--- config.mk ---
export PLATFORM = sky130hd
export DESIGN_NAME = ks_adder_pipe
export DESIGN_NICKNAME = d
export VERILOG_FILES = /design/src/rtl/ks_pkg.sv /design/src/rtl/ks_cell.sv /design/src/rtl/ks_adder_pipe.sv
export SDC_FILE = /design/constraint.sdc
export NUM_CORES = 1
export LEC_CHECK = 0
export ABC_AREA = 1
export CAP_MARGIN = 25
export CORE_AREA = 2 2 123 125
export CTS_CLUSTER_DIAMETER = 50
export DETAILED_ROUTE_END_ITERATION = 7
export DIE_AREA = 0 0 125 127
export PLACE_DENSITY = 0.79
export SYNTH_ARGS = -nofsm -noshare
export SYNTH_HDL_FRONTEND = slang
export SYNTH_SLANG_ARGS = --single-unit
--- constraint.sdc ---
create_clock -name i_clk -period 3.1 [get_ports i_clk]
set_input_delay 0.31 -clock i_clk [delete_from_list [all_inputs] [get_ports i_clk]]
set_output_delay 0.31 -clock i_clk [all_outputs]
set_load 0.02 [all_outputs]
--- src/rtl/ks_pkg.sv ---
// Shared helpers for the prefix-adder family:
// operand-width legality and pipeline depth.
package ks_pkg;

  localparam int KS_MIN_W = 4;
  localparam int KS_MAX_W = 64;

  function automatic bit ks_width_ok(input int w);
    return (w >= KS_MIN_W) && (w <= KS_MAX_W)
      && ((w & (w - 1)) == 0);
  endfunction

  // S0 + one register per prefix level + result stage
  function automatic int ks_stages(input int w);
    return $clog2(w) + 2;
  endfunction

endpackage

--- src/rtl/ks_cell.sv ---
// Kogge-Stone prefix operator on one (hi, lo)
// pair of group generate/propagate terms.
module ks_cell (
  input  logic g_hi_i,
  input  logic p_hi_i,
  input  logic g_lo_i,
  input  logic p_lo_i,
  output logic g_o,
  output logic p_o
);

  assign g_o = g_hi_i | (p_hi_i & g_lo_i);
  assign p_o = p_hi_i & p_lo_i;

endmodule

--- src/rtl/ks_adder_pipe.sv ---
// Pipelined Kogge-Stone add/subtract unit with a
// valid/ready stream handshake and global stall.
module ks_adder_pipe
  import ks_pkg::*;
#(
  parameter int WIDTH = 16
) (
  input  logic             i_clk,
  input  logic             i_rst,
  input  logic             i_valid,
  output logic             o_ready,
  input  logic             i_sub,
  input  logic             i_c0,
  input  logic [WIDTH-1:0] i_a,
  input  logic [WIDTH-1:0] i_b,
  output logic             o_valid,
  input  logic             i_ready,
  output logic [WIDTH-1:0] o_sum,
  output logic             o_cout,
  output logic             o_ovf
);

  localparam int LEVELS = $clog2(WIDTH);
  localparam int STAGES = ks_stages(WIDTH);

  if (!ks_width_ok(WIDTH)) begin : g_bad_width
    $error("ks_adder_pipe: illegal WIDTH");
  end
  if (STAGES != LEVELS + 2) begin : g_bad_depth
    $error("ks_adder_pipe: stage count mismatch");
  end

  logic adv;
  logic ovld_q;

  assign adv     = ~ovld_q | i_ready;
  assign o_ready = adv;
  assign o_valid = ovld_q;

  logic [WIDTH-1:0] bx_s;
  logic [WIDTH-1:0] p_s;
  logic [WIDTH-1:0] g_s;
  logic             cin_s;

  assign bx_s  = i_b ^ {WIDTH{i_sub}};
  assign cin_s = i_sub | i_c0;
  assign p_s   = i_a ^ bx_s;

  // Fold carry-in into bit 0 so the tree
  // resolves every carry including cout.
  always_comb begin
    g_s    = i_a & bx_s;
    g_s[0] = g_s[0] | (p_s[0] & cin_s);
  end

  logic [LEVELS:0]             v_q;
  logic [LEVELS:0]             c_q;
  logic [LEVELS:0][WIDTH-1:0]  g_q;
  logic [LEVELS:0][WIDTH-1:0]  p_q;
  logic [LEVELS:0][WIDTH-1:0]  x_q;
  logic [LEVELS:1][WIDTH-1:0]  g_d;
  logic [LEVELS:1][WIDTH-1:0]  p_d;

  for (genvar k = 1; k <= LEVELS; k++) begin : g_lvl
    localparam int SPAN = 1 << (k - 1);
    for (genvar i = 0; i < WIDTH; i++) begin : g_bit
      if (i < SPAN) begin : g_pass
        assign g_d[k][i] = g_q[k-1][i];
        assign p_d[k][i] = p_q[k-1][i];
      end else begin : g_op
        ks_cell u_cell (
          .g_hi_i (g_q[k-1][i]),
          .p_hi_i (p_q[k-1][i]),
          .g_lo_i (g_q[k-1][i-SPAN]),
          .p_lo_i (p_q[k-1][i-SPAN]),
          .g_o    (g_d[k][i]),
          .p_o    (p_d[k][i])
        );
      end
    end
  end

  always_ff @(posedge i_clk) begin
    if (adv) begin
      g_q[0] <= g_s;
      p_q[0] <= p_s;
      x_q[0] <= p_s;
      c_q[0] <= cin_s;
      for (int k = 1; k <= LEVELS; k++) begin
        g_q[k] <= g_d[k];
        p_q[k] <= p_d[k];
        x_q[k] <= x_q[k-1];
        c_q[k] <= c_q[k-1];
      end
    end
  end

  logic [WIDTH-1:0] carry_d;
  logic [WIDTH-1:0] sum_d;
  logic             cout_d;
  logic             ovf_d;

  assign carry_d = {g_q[LEVELS][WIDTH-2:0],
                    c_q[LEVELS]};
  assign sum_d   = x_q[LEVELS] ^ carry_d;
  assign cout_d  = g_q[LEVELS][WIDTH-1];
  assign ovf_d   = cout_d ^ g_q[LEVELS][WIDTH-2];

  logic [WIDTH-1:0] sum_q;
  logic             cout_q;
  logic             ovf_q;

  always_ff @(posedge i_clk or posedge i_rst) begin
    if (i_rst) begin
      v_q    <= '0;
      ovld_q <= 1'b0;
      sum_q  <= '0;
      cout_q <= 1'b0;
      ovf_q  <= 1'b0;
    end else if (adv) begin
      v_q    <= {v_q[LEVELS-1:0], i_valid};
      ovld_q <= v_q[LEVELS];
      sum_q  <= sum_d;
      cout_q <= cout_d;
      ovf_q  <= ovf_d;
    end
  end

  assign o_sum  = sum_q;
  assign o_cout = cout_q;
  assign o_ovf  = ovf_q;

  // Group propagate of the last level has no consumer.
  logic unused_p;
  assign unused_p = ^p_q[LEVELS];

endmodule

==> flow_metrics.py <==
metrics = {
    "cells_and_area": {
        "drive_gt1_share_pct": 5.945,
        "n_antenna_cell": 0,
        "postLayoutCellArea_um2": 9738,
        "utilization_pct": 67.51,
        "nNetsFinal": 698,
        "area_growth_pct": 17.67,
    },
    "clocking": {
        "root_buffer": "clkbuf_16",
        "clk_pin_slew_ns": 0.06,
        "htree_levels": 1,
        "clockBufferDepth": 3,
        "cts_setup_buffers": 0,
        "cts_resized": 0,
        "cts_hold_buf": 0,
        "cts.sinks": 223,
        "insertion_delay_ns": 0.48,
        "cts_tree": "yes",
        "cts_inserted_buffers": 21,
    },
    "global_routing": {
        "overflow": 0,
        "grt_pass1_wl_um": 18800,
        "busiest_layer": "met2",
        "grt_max_degree": 149,
        "antenna_found_initial": 0,
        "first_global_vias": 4095,
        "track_usage_pct": 14.56,
        "use_met1_pct": 18.27,
        "grtUsageMet3_pct": 2.178,
        "grtUsageMet2_pct": 25.90,
    },
    "drt": {
        "vias": 4131,
        "via_per_inst": 4.918,
        "wirelength_um": 11490,
        "wl_per_cell_um": 13.68,
        "first_pass_iters": 5,
        "ant_nets": 0,
        "drc": 0,
        "drt-initial-drc-count": 344,
    },
    "placement": {
        "placed_area_um2": 9052,
        "routabilityCongestion": 0.8249,
        "dp_hpwl_um": 7101,
        "port_buffers": 57,
        "pre_cts_slack_ns": 0.9416,
    },
    "floorplanning": {
        "ios": 58,
        "fp-row-count": 44,
        "coreArea_um2": 14420,
        "die_h_um": 127,
        "dieArea_um2": 15880,
        "start_util_pct": 57.37,
        "fp.dieW_um": 125,
    },
    "setup_path": {
        "arrival_ns": 1.80,
        "end_kind": "output port",
        "reg2reg_to": "g_q[40]",
        "max_stage_delay_ns": 0.64,
        "critPathBufInv": 1,
        "path_cells": "nand2_8 -> clkdlybuf4s50_1",
        "r2r-start": "o_valid",
        "crit_required_ns": 2.79,
        "worstRegToRegCells": 2,
        "startpoint_type": "flip-flop",
        "cp_max_fo": 22,
        "crit_path_top_delay_cell": "clkdlybuf4s50_1",
        "r2r_setup_slack_ns": 1.40,
        "critical-path-top-delay-family": "buffers and inverters",
        "critPathKind": "reg -> out",
    },
    "pwr": {
        "p_clk_share_pct": 25.6,
        "p_leak_nw": 4.329,
        "p_int_w": 0.007156,
        "powerDensity_nw_per_um2": 1008,
        "power.net_switching_w": 0.002656,
        "power.total_w": 0.009812,
        "peakVddDrop_v": 0.0005099,
        "pwr-share-seq_pct": 57.4,
        "swShare_pct": 27.07,
        "comb_power_share_pct": 17.0,
    },
    "synth": {
        "yosysWarnings": 0,
        "netlist_instances": 567,
        "synth_area_leaders": "edfxtp_1, nand2_1, dfrtp_1",
        "synth_cell_types": 14,
        "avgSynthCellArea_um2": 14.60,
        "yosys.area.top_type": "edfxtp_1",
        "netlist_area_um2": 8275,
        "ys_seq_area_share_pct": 79.47,
        "synth.net_count": 621,
        "ys_ff_latch": 223,
        "netlist.area_leader.share_pct": 72.21,
    },
    "timing": {
        "tightest_slew_ns": 0.9112,
        "finalHoldViolCount": 0,
        "min_period_ns": 2.112,
        "report.final.slew_viol_count": 0,
        "fin_skew_ns": 0.007956,
        "finalSetupTns_ns": 0,
        "fin_ws_ns": 0.9882,
        "rsz0062_at_grt": "false",
        "relSlewSlack_pct": 39.18,
        "setup_viol": 0,
        "fin_crit_sh_pct": 68.12,
        "fmax_mhz": 473.5,
    },
    "job": {
        "max-cap-violations": 0,
    },
    "outcome": {
        "outcome": "finished, final reports clean",
    },
    "min_path": {
        "hold_path.class": "in -> async",
    },
}
## how the worst max path moves through the flow
stage	from	depth (start not counted)	slack [ns]	to
after global placement	i_ready	4	0.98	x_q[13]
after global routing	o_valid	2	0.94	o_ready
after detailed placement	i_ready	4	0.94	x_q[11]
after floorplan	o_valid	2	1.03	c_q[0]
final	o_valid	2	0.99	o_ready
after CTS	o_valid	2	0.96	o_ready
## logic make-up (layout without fill, tap and decap cells)
logic type	Yosys count	after routing	share of synthesized area, %
flip-flops	223	223	79.47
AND/OR/NAND/NOR	183	183	8.769
AO/OA/AOI/OAI	29	29	2.570
XOR/XNOR	16	16	1.693
buffers and inverters	100	189	5.080
adder cells (fa/ha/maj)	16	16	2.419
## layout make-up
| type | count | area, um2 |
|---|---|---|
| repair buffers | 60 | 605.6 |
| clock inverters | 12 | 152.6 |
| flip-flops and latches | 223 | 6576 |
| fillers | 973 | 4686 |
| inverters | 94 | 352.8 |
| clock buffers | 23 | 533.0 |
| well taps | 184 | 230.2 |
| multi-input cells | 244 | 1287 |
## per-layer routing
| metal | wire [um] | vias up |
|---|---|---|
| li1 | - | 2037 |
| met1 | 4713 | 1961 |
| met2 | 5889 | 112 |
| met3 | 628 | 21 |
| met4 | 255 | 0 |
| met5 | 0 | - |
## stage by stage
| stage | hold WS [ns] | std cells |
|---|---|---|
| global route | 0.4224 | 840 |
| detailed placement | 0.4045 | 805 |
| finish | 0.3298 | 840 |
| CTS | 0.3427 | 840 |
| floorplan | 0.3246 | 567 |
| global placement | 0.4005 | 805 |
## cells in the mapped netlist
cell type	number
a21o_1	27
buf_6	6
dfrtp_1	24
edfxtp_1	199
ha_1	16
inv_1	93
inv_2	1
nand2_1	163
nand2_4	1
nand3_1	17
nor2_4	1
o21ai_0	2
or2_2	1
xor2_1	16
## worst register-to-register path: cells and delay by family, from the launching register on
family	cells	cell delay (ns)
buffers and inverters	1	0.51
flip-flops	1	0.46
AND/OR/NAND/NOR	1	0.21
## sequential cells by signal (all words and copies together) (netlist names)
register	cells
carry_d	15
x_q	77
o_ovf	1
p_d	3
c_q	5
o_sum	16
g_q	49
p_q	34
cout_d	1
o_cout	1
v_q	5
g_d	15
o_valid	1
## placed cells by master, fill, tap and decap left out
cell type / synthesis / routed
a21o_1: 27 / 27
edfxtp_1: 199 / 199
clkinv_1: 0 / 1
inv_2: 1 / 1
clkinvlp_4: 0 / 2
clkdlybuf4s50_1: 0 / 57
ha_1: 16 / 16
xor2_1: 16 / 16
nand2_1: 163 / 163
nand2_8: 0 / 1
clkinv_2: 0 / 3
or2_2: 1 / 1
buf_12: 0 / 1
inv_1: 93 / 93
nand3_1: 17 / 17
bufinv_16: 0 / 3
clkinv_4: 0 / 2
inv_8: 0 / 1
clkbuf_1: 0 / 2
o21ai_0: 2 / 2
dfrtp_1: 24 / 24
buf_4: 0 / 2
nor2_4: 1 / 1
clkbuf_16: 0 / 21
## power groups by stage
stage | sequential, W | combinational, W | clock [W]
after global routing | 0.00578 | 0.00188 | 0.00267
after floorplan | 0.00560 | 0.000965 | 0
after CTS | 0.00565 | 0.00169 | 0.00256
after global placement | 0.00559 | 0.00159 | 0
final | 0.00564 | 0.00167 | 0.00251
after detailed placement | 0.00567 | 0.00167 | 0
No activity file was read; power rests on OpenSTA's default activity.
